--- src/rtl/seq_lock_n_pkg.sv ---
// seq_lock_pkg: shared definitions for the seq_lock_n combination lock.
//   lock_state_t  - FSM state encoding (ENTRY, PROG, OPEN, LOCKOUT)
//   LED_*         - bit positions inside the 4-bit status LED bus
//   clog2()       - ceiling log2 with a floor of 1, used to size counters
package seq_lock_pkg;

    typedef enum logic [1:0] {
        ENTRY   = 2'd0,
        PROG    = 2'd1,
        OPEN    = 2'd2,
        LOCKOUT = 2'd3
    } lock_state_t;

    localparam int LED_LOCKOUT = 3;
    localparam int LED_PROG    = 2;
    localparam int LED_Z       = 1;
    localparam int LED_ERR     = 0;

    // Never returns 0 so that every derived vector is at least one bit wide.
    function automatic int clog2(input int v);
        int r;
        int x;
        r = 0;
        x = 1;
        while (x < v) begin
            x = x * 2;
            r = r + 1;
        end
        return (r < 1) ? 1 : r;
    endfunction

endpackage

--- src/rtl/seq_lock_n_if.sv ---
// seq_lock_n_if: board-side signals of the combination lock.
//   key        - active-low pushbuttons (1 = released)
//   passkey    - program-mode switch, active-high
//   Z          - unlock actuator drive
//   Led        - {lockout, prog_mode, Z, seq_err}
//   digit_idx  - digits entered/programmed in the current sequence
//   fail_cnt   - consecutive failed sequences
// master: the board/stimulus side; slave: the lock itself.
interface seq_lock_n_if
    import seq_lock_pkg::*;
#(
    parameter int NKEYS     = 4,
    parameter int SEQ_LEN   = 4,
    parameter int MAX_FAILS = 3
);
    logic [NKEYS-1:0]                  key;
    logic                              passkey;
    logic                              Z;
    logic [3:0]                        Led;
    logic [clog2(SEQ_LEN+1)-1:0]       digit_idx;
    logic [clog2(MAX_FAILS+1)-1:0]     fail_cnt;

    modport master (output key, passkey, input Z, Led, digit_idx, fail_cnt);
    modport slave  (input key, passkey, output Z, Led, digit_idx, fail_cnt);
endinterface

--- src/rtl/seq_lock_n_tick_gen.sv ---
// lock_tick_gen: prescaler plus tick counter shared by the OPEN and
// LOCKOUT windows.
//   clk, reset - system clock, synchronous active-low reset
//   restart    - hold counters at zero (asserted while no window is timed)
//   limit      - number of ticks the current window lasts (>=1)
//   done       - one-cycle pulse on the last cycle of the window
module lock_tick_gen
    import seq_lock_pkg::*;
#(
    parameter  int DIV  = 1,
    parameter  int TMAX = 1,
    localparam int LW   = clog2(TMAX+1)
) (
    input  logic          clk,
    input  logic          reset,
    input  logic          restart,
    input  logic [LW-1:0] limit,
    output logic          done
);
    localparam int PW = clog2(DIV);

    logic [PW-1:0] pre;
    logic [LW-1:0] tcnt;
    logic          tick;

    assign tick = (pre == PW'(DIV-1));
    // done fires in the cycle whose closing edge ends the window.
    assign done = tick && (tcnt == limit - 1'b1);

    always_ff @(posedge clk) begin
        if (!reset || restart) begin
            pre  <= '0;
            tcnt <= '0;
        end else if (tick) begin
            pre  <= '0;
            tcnt <= tcnt + 1'b1;
        end else begin
            pre  <= pre + 1'b1;
        end
    end
endmodule

--- src/rtl/seq_lock_n.sv ---
// seq_lock_n: parametrised programmable combination lock.
//   clk    - system clock, rising edge
//   reset  - synchronous, active-low
//   bus    - seq_lock_n_if.slave (key, passkey in; Z, Led, digit_idx,
//            fail_cnt out)
// Optional build macro SEQ_LOCK_KEY_RELOCK_EN: any valid press while OPEN
// closes the unlock window early.
module seq_lock_n
    import seq_lock_pkg::*;
#(
    parameter int NKEYS         = 4,
    parameter int SEQ_LEN       = 4,
    parameter int MAX_FAILS     = 3,
    parameter int TIMER1        = 10,
    parameter int TIMER2        = 5,
    parameter int CLK_FREQUENCY = 50000000,
    parameter int TICK_HZ       = 1
) (
    input  logic         clk,
    input  logic         reset,
    seq_lock_n_if.slave  bus
);
    localparam int DW   = clog2(NKEYS);
    localparam int IW   = clog2(SEQ_LEN+1);
    localparam int FW   = clog2(MAX_FAILS+1);
    localparam int DIV  = CLK_FREQUENCY / TICK_HZ;
    localparam int TMAX = (TIMER1 > TIMER2) ? TIMER1 : TIMER2;
    localparam int LW   = clog2(TMAX+1);

    lock_state_t       state;
    logic [NKEYS-1:0]  key_q, key_d;
    logic              z_r, seq_err;
    logic [IW-1:0]     digit_idx;
    logic [FW-1:0]     fail_cnt;
    logic [DW-1:0]     code [SEQ_LEN];

    logic              press, valid, bad, last, done, relock;
    logic [DW-1:0]     digit, exp_digit;
    logic [3:0]        led;

    // A press is the first cycle a key appears after all were released.
    assign press = (key_d == '1) && (key_q != '1);
    assign valid = ($countones(~key_q) == 1);
    assign last  = (digit_idx == IW'(SEQ_LEN-1));
    assign bad   = !valid || (digit != exp_digit);

`ifdef SEQ_LOCK_KEY_RELOCK_EN
    assign relock = press && valid;
`else
    assign relock = 1'b0;
`endif

    always_comb begin
        digit     = '0;
        exp_digit = '0;
        for (int i = 0; i < NKEYS; i++)
            if (!key_q[i]) digit = DW'(i);
        for (int i = 0; i < SEQ_LEN; i++)
            if (digit_idx == IW'(i)) exp_digit = code[i];
    end

    lock_tick_gen #(.DIV(DIV), .TMAX(TMAX)) u_tick (
        .clk     (clk),
        .reset   (reset),
        .restart ((state == ENTRY) || (state == PROG)),
        .limit   ((state == OPEN) ? LW'(TIMER1) : LW'(TIMER2)),
        .done    (done)
    );

    always_ff @(posedge clk) begin
        if (!reset) begin
            state     <= ENTRY;
            z_r       <= 1'b0;
            seq_err   <= 1'b0;
            digit_idx <= '0;
            fail_cnt  <= '0;
            key_q     <= '1;
            key_d     <= '1;
            for (int i = 0; i < SEQ_LEN; i++)
                code[i] <= DW'(i % NKEYS);
        end else begin
            key_q <= bus.key;
            key_d <= key_q;
            case (state)
                ENTRY: begin
                    // Programming is only allowed from a clean idle point.
                    if (bus.passkey && fail_cnt == '0 && digit_idx == '0) begin
                        state <= PROG;
                    end else if (press) begin
                        if (last) begin
                            digit_idx <= '0;
                            seq_err   <= 1'b0;
                            if (!seq_err && !bad) begin
                                state    <= OPEN;
                                z_r      <= 1'b1;
                                fail_cnt <= '0;
                            end else if (fail_cnt == FW'(MAX_FAILS-1)) begin
                                state    <= LOCKOUT;
                                fail_cnt <= FW'(MAX_FAILS);
                            end else begin
                                fail_cnt <= fail_cnt + 1'b1;
                            end
                        end else begin
                            digit_idx <= digit_idx + 1'b1;
                            if (bad) seq_err <= 1'b1;
                        end
                    end
                end
                PROG: begin
                    if (!bus.passkey) begin
                        state     <= ENTRY;
                        digit_idx <= '0;
                    end else if (press && valid) begin
                        for (int i = 0; i < SEQ_LEN; i++)
                            if (digit_idx == IW'(i)) code[i] <= digit;
                        digit_idx <= last ? '0 : digit_idx + 1'b1;
                    end
                end
                OPEN: begin
                    if (bus.passkey) begin
                        state <= PROG;
                        z_r   <= 1'b0;
                    end else if (done || relock) begin
                        state     <= ENTRY;
                        z_r       <= 1'b0;
                        digit_idx <= '0;
                    end
                end
                LOCKOUT: begin
                    if (done) begin
                        state    <= ENTRY;
                        fail_cnt <= '0;
                    end
                end
                default: state <= ENTRY;
            endcase
        end
    end

    always_comb begin
        led              = '0;
        led[LED_LOCKOUT] = (state == LOCKOUT);
        led[LED_PROG]    = (state == PROG);
        led[LED_Z]       = z_r;
        led[LED_ERR]     = seq_err;
    end

    assign bus.Z         = z_r;
    assign bus.Led       = led;
    assign bus.digit_idx = digit_idx;
    assign bus.fail_cnt  = fail_cnt;
endmodule

--- src/flat_wrapper.sv ---
// flat-port wrapper written by rule: the top's interface ports become plain ports
module seq_lock_n_flat import seq_lock_pkg::*;
#(
    parameter int NKEYS         = 4,
    parameter int SEQ_LEN       = 4,
    parameter int MAX_FAILS     = 3,
    parameter int TIMER1        = 10,
    parameter int TIMER2        = 5,
    parameter int CLK_FREQUENCY = 50000000,
    parameter int TICK_HZ       = 1
)
  (clk, reset, bus_key, bus_passkey, bus_Z, bus_Led, bus_digit_idx, bus_fail_cnt);
  seq_lock_n_if #(.NKEYS(NKEYS), .SEQ_LEN(SEQ_LEN), .MAX_FAILS(MAX_FAILS)) bus_i ();
  input  logic clk;
  input  logic reset;
  input wire logic [$bits(bus_i.key)-1:0] bus_key;
  input wire logic [$bits(bus_i.passkey)-1:0] bus_passkey;
  output wire logic [$bits(bus_i.Z)-1:0] bus_Z;
  output wire logic [$bits(bus_i.Led)-1:0] bus_Led;
  output wire logic [$bits(bus_i.digit_idx)-1:0] bus_digit_idx;
  output wire logic [$bits(bus_i.fail_cnt)-1:0] bus_fail_cnt;
  assign bus_i.key = bus_key;
  assign bus_i.passkey = bus_passkey;
  assign bus_Z = bus_i.Z;
  assign bus_Led = bus_i.Led;
  assign bus_digit_idx = bus_i.digit_idx;
  assign bus_fail_cnt = bus_i.fail_cnt;
  seq_lock_n #(.NKEYS(NKEYS), .SEQ_LEN(SEQ_LEN), .MAX_FAILS(MAX_FAILS), .TIMER1(TIMER1), .TIMER2(TIMER2), .CLK_FREQUENCY(CLK_FREQUENCY), .TICK_HZ(TICK_HZ)) u_core (.clk(clk), .reset(reset), .bus(bus_i));
endmodule
--- config.mk ---
export PLATFORM = sky130hd
export DESIGN_NAME = seq_lock_n_flat
export DESIGN_NICKNAME = d
export VERILOG_FILES = /design/src/rtl/seq_lock_n_pkg.sv /design/src/rtl/seq_lock_n_if.sv /design/src/rtl/seq_lock_n_tick_gen.sv /design/src/rtl/seq_lock_n.sv /design/src/flat_wrapper.sv
export SDC_FILE = /design/constraint.sdc
export NUM_CORES = 1
export LEC_CHECK = 0
export ABC_CLOCK_PERIOD_IN_PS = 3200
export CAP_MARGIN = 5
export CORE_MARGIN = 5
export CORE_UTILIZATION = 40
export DETAILED_ROUTE_END_ITERATION = 6
export GPL_ROUTABILITY_DRIVEN = 0
export PLACE_DENSITY_LB_ADDON = 0.08
export RECOVER_POWER = 50
export SLEW_MARGIN = 20
export SYNTH_ARGS = -nofsm -noshare
export SYNTH_HDL_FRONTEND = slang
export SYNTH_SLANG_ARGS = --single-unit
--- constraint.sdc ---
create_clock -name clk -period 3.2 [get_ports clk]
set_input_delay 0.64 -clock clk [delete_from_list [all_inputs] [get_ports clk]]
set_output_delay 0.64 -clock clk [all_outputs]
set_load 0.01 [all_outputs]
==> results list <==
- Outcome: completed
- Based on the critical path, the design can be clocked at up to 345 MHz.
* Sort of element at the end of the critical path: flop
- The core region is 6830 sq um.
- Antenna diode count: 0
- Max Cap Violations: 0
* Int Pwr: 0.00104 W
* Most numerous cell in the Yosys netlist: dfxtp_1
* Number of antenna-violating nets in the routed design: 0
- From synthesis to final layout, the design area changed by 11.4%.
- TritonCTS built the clock tree.
* Area of all sequential standard cells: 1180 sq um
* Worst setup skew after layout: 0.00586 ns
* Total of endpoints with negative setup slack in the final report: 0
- All-Layer GR Usage: 13.4%
- Summing all multi-input logic gate instances after layout gives 1530 sq um.
- Summing the areas of all compound-gate instances in the mapped netlist gives 10.1% of the synthesized area.
- The synthesized design contains 8 enable-type register cells.
- Of the total power, combinational logic draws 26.9%.
- The floorplan step defined a die boundary enclosing 8840 sq um.
- The final count of hold timing violations came to 0.
- In this design, the critical path's most frequently occurring cell is ha_1.
* Proportion of synthesized area in mux cells: 0.355%
- The worst path in the final design needs a cycle of 2.90 ns, including I/O delays and setup.
- Summing the areas of all fa, ha and maj instances in the mapped netlist gives 8.69% of the synthesized area.
* Type of origin of the critical path: flop
* Die outline height: 94.0 microns
- The average instance in the mapped netlist occupies 8.85 sq um.
- Synthesized-area fraction occupied by and/or/nand/nor cells: 25.9%
- Among all stages on the critical path, the largest delay is contributed by fa_1.
* Sequential element share of the synthesized area: 41.8%
* Part of the cycle the worst path needs: 90.5%
* Setup Slack @ Placement: 0.313 ns
- PwrDens: 495 nW/um^2
- Final Cell Area: 3140 sq um
- At the pin with the least slew margin, the transition time is 1.01 ns.
- In the post-route analysis, the smallest setup slack over all paths is 0.304 ns.
- Cell area after synthesis: 2820 sq um
- Entering global routing, the biggest net connects 26 pins.
- After detailed routing, the number of remaining DRC violations is 0.
- Cell breakdown of the critical path: inv_1 -> ha_1 -> ha_1 -> fa_1 -> nor3b_1 -> nand4b_1 -> or2_2 -> or3_1
- The HPWL after detailed placement is 4130 microns.
* Root Driver: clkbuf_8
* RSZ-0062 raised after global routing: no
- Peak VDD IR: 171 uV
- For this design, the sink count on the clock tree is 55.
- The commonest cells after synthesis are dfxtp_1, nor2_1, nand3_1.
- # fillers: 724
- By startpoint and endpoint, the worst setup path is classified as reg2reg.
- The analysis attributes to cell leakage a power of 1.14 nW.
- Counting tap cells, the placed design contains a total of 421 instances.
- Once the floorplan was initialized, standard cells occupied 41.3% of the core.
- The clock passes through at most 2 buffers.
* Maximum fanout along the worst path: 7
- Number of register bits inferred by synthesis: 55
* IO Pins: 17
* Leading cell types by total area after synthesis: dfxtp_1, edfxtp_1, ha_1
* Post-synth net total: 345
* Total Nets Final: 358
- The synthesized design spends more area on one cell type than any other, namely dfxtp_1.
- Layout cell share with drive strength beyond 1: 3.90%
- Data required time at the worst endpoint: 3.27 ns
- During placement, the flow inserted port buffers numbering 16.
- The number of antenna violations at the first check in global routing was 0.
- Clock tree synthesis inserted a total of 5 buffers.
* Final wirelength: 5560 microns
- Leading register cell type out of synthesis: dfxtp_1
- The analysis attributes to net switching a power of 0.000512 W.
- The number of global-route vias before repair came to 2086.
- Relative contribution of the clock network to total power: 24.5%
- CP peak stage delay: 0.42 ns
- Once placement finished, the instance area stood at 3060 sq um.
- The synthesized design devotes to its leading area cell type 33.3% of total area.
* DR pass1 iterations: 4
- After clock tree synthesis, the flow added hold-fix buffers numbering 0.
- Global routing finished with a remaining overflow of 0.
- Worst endpoint data arrival time: 2.96 ns
- At the later pin of the worst-skew pair, clock insertion delay measures 0.31 ns.
- Sequential Power Share: 48.6%
* Vias per inst: 5.03
- Fraction of synthesized cell area in xor and xnor cells: 9.00%
- After clock tree synthesis, the repair step resized 0 gates.
- The die is 94.0 microns wide.
- Max-slew violations: 0
- Count of non-filler cells in the finished layout: 429
- The floorplan has 30 rows.
- After the first detailed-routing iteration, the DRC count stood at 68.
- Synthesis handed over a netlist of 319 instances.
- For this run, the number of Yosys warnings is 0.
- Combinational family with the most area after synthesis: simple AND/OR/NAND/NOR gates
* Number of buffers inserted to repair setup after CTS: 0
- Core occupancy in the finished layout: 46.0%
* Async set-reset flop share out of synthesis: 0%
- Of the total power, the share spent switching nets is 32.9%.
* Post-synthesis cell type count: 49
- Clock edge transition at the registers on the reported setup and hold paths: 0.10 ns
- After detailed routing, the average wire length per cell comes to 13.0 microns.
- In the final timing run, aggregate negative setup slack is 0 ns.
- Min-delay worst type: reg2reg
- The first global-routing pass estimated 9520 microns of wire.
- Rel. slew slack: 32.5%
- The final route contains 2157 vias.
- Depth of the CTS H-tree: 2
## cells by family after synthesis
group	Yosys count
flip-flops	55
adder cells (fa/ha/maj)	19
XOR/XNOR	29
buffers and inverters	28
AO/OA/AOI/OAI	44
multiplexers	1
AND/OR/NAND/NOR	143
## worst max-delay path: cells and delay by family, from the launching register on
family,cells,cell delay [ns]
adder cells (fa/ha/maj),3,0.90
flip-flops,1,0.39
buffers and inverters,1,0.09
AND/OR/NAND/NOR,4,1.27
## per-stage QoR
step / hold WS [ns] / total power (W)
final: 0.475 / 0.00156
after global routing: 0.526 / 0.00167
after CTS: 0.476 / 0.00159
after detailed placement: 0.455 / 0.00121
after global placement: 0.445 / 0.00121
after floorplan: 0.426 / 0.00108
## area by class of cell
type / count / share of cell area [%]
clock buffer: 6 / 2.31
clock inverter: 2 / 0.398
inverter: 16 / 1.91
multi-input combinational: 236 / 48.5
sequential: 55 / 37.6
tap: 96 / 3.82
timing repair buffer: 18 / 5.45
## power groups by stage
stage	combinational [W]	sequential [W]	clock (W)
3_5_place_dp	0.000431	0.000775	0
5_1_grt	0.000475	0.000765	0.000427
4_1_cts	0.000433	0.000759	0.000396
6_report	0.000419	0.000757	0.000381
3_3_place_gp	0.000433	0.000775	0
2_1_floorplan	0.000304	0.000772	0
## routing by layer
| metal | track usage, % | wire, microns | up-vias |
|---|---|---|---|
| li1 | - | - | 1129 |
| met1 | 16.3 | 2650 | 1005 |
| met2 | 23.9 | 2710 | 17 |
| met3 | 2.80 | 143 | 6 |
| met4 | 3.49 | 58 | 0 |
| met5 | 0 | 0 | - |
## state kept, by name, indices dropped and copies added, names as in the netlist
register and flops:
u_core.bus.Z 1, u_core.bus.fail_cnt 2, u_core.key_q 4, u_core.key_d 4, u_core.u_tick.tcnt 4, u_core.bus.digit_idx 3
u_core.u_tick.pre 26, u_core.code 8, u_core.seq_err 1, u_core.state 2
## cells in the final DEF, fill, tap and decap left out, types with 5 or more instances in the layout
master / n
nand2_1: 22
xor2_1: 19
ha_1: 18
inv_1: 16
dlygate4sd3_1: 11
clkbuf_8: 5
nand4_1: 5
nand2b_1: 10
nor2_1: 45
clkdlybuf4s50_1: 5
nand3_1: 23
xnor2_1: 10
dfxtp_1: 47
o21ai_0: 15
nor3_1: 10
edfxtp_1: 8
and3_1: 5
a21oi_1: 10
## worst paths after layout
check,to,slack (ns),cells past startpoint,from
setup reg to reg,u_core.code[1][0],0.30,8,u_core.key_q[2]
hold reg to reg,u_core.u_tick.pre[0],0.48,1,u_core.u_tick.pre[0]
setup / recovery,u_core.code[1][0],0.30,8,u_core.key_q[2]
hold / removal,u_core.u_tick.pre[0],0.48,1,u_core.u_tick.pre[0]
Power figures use the tool's default switching activity.
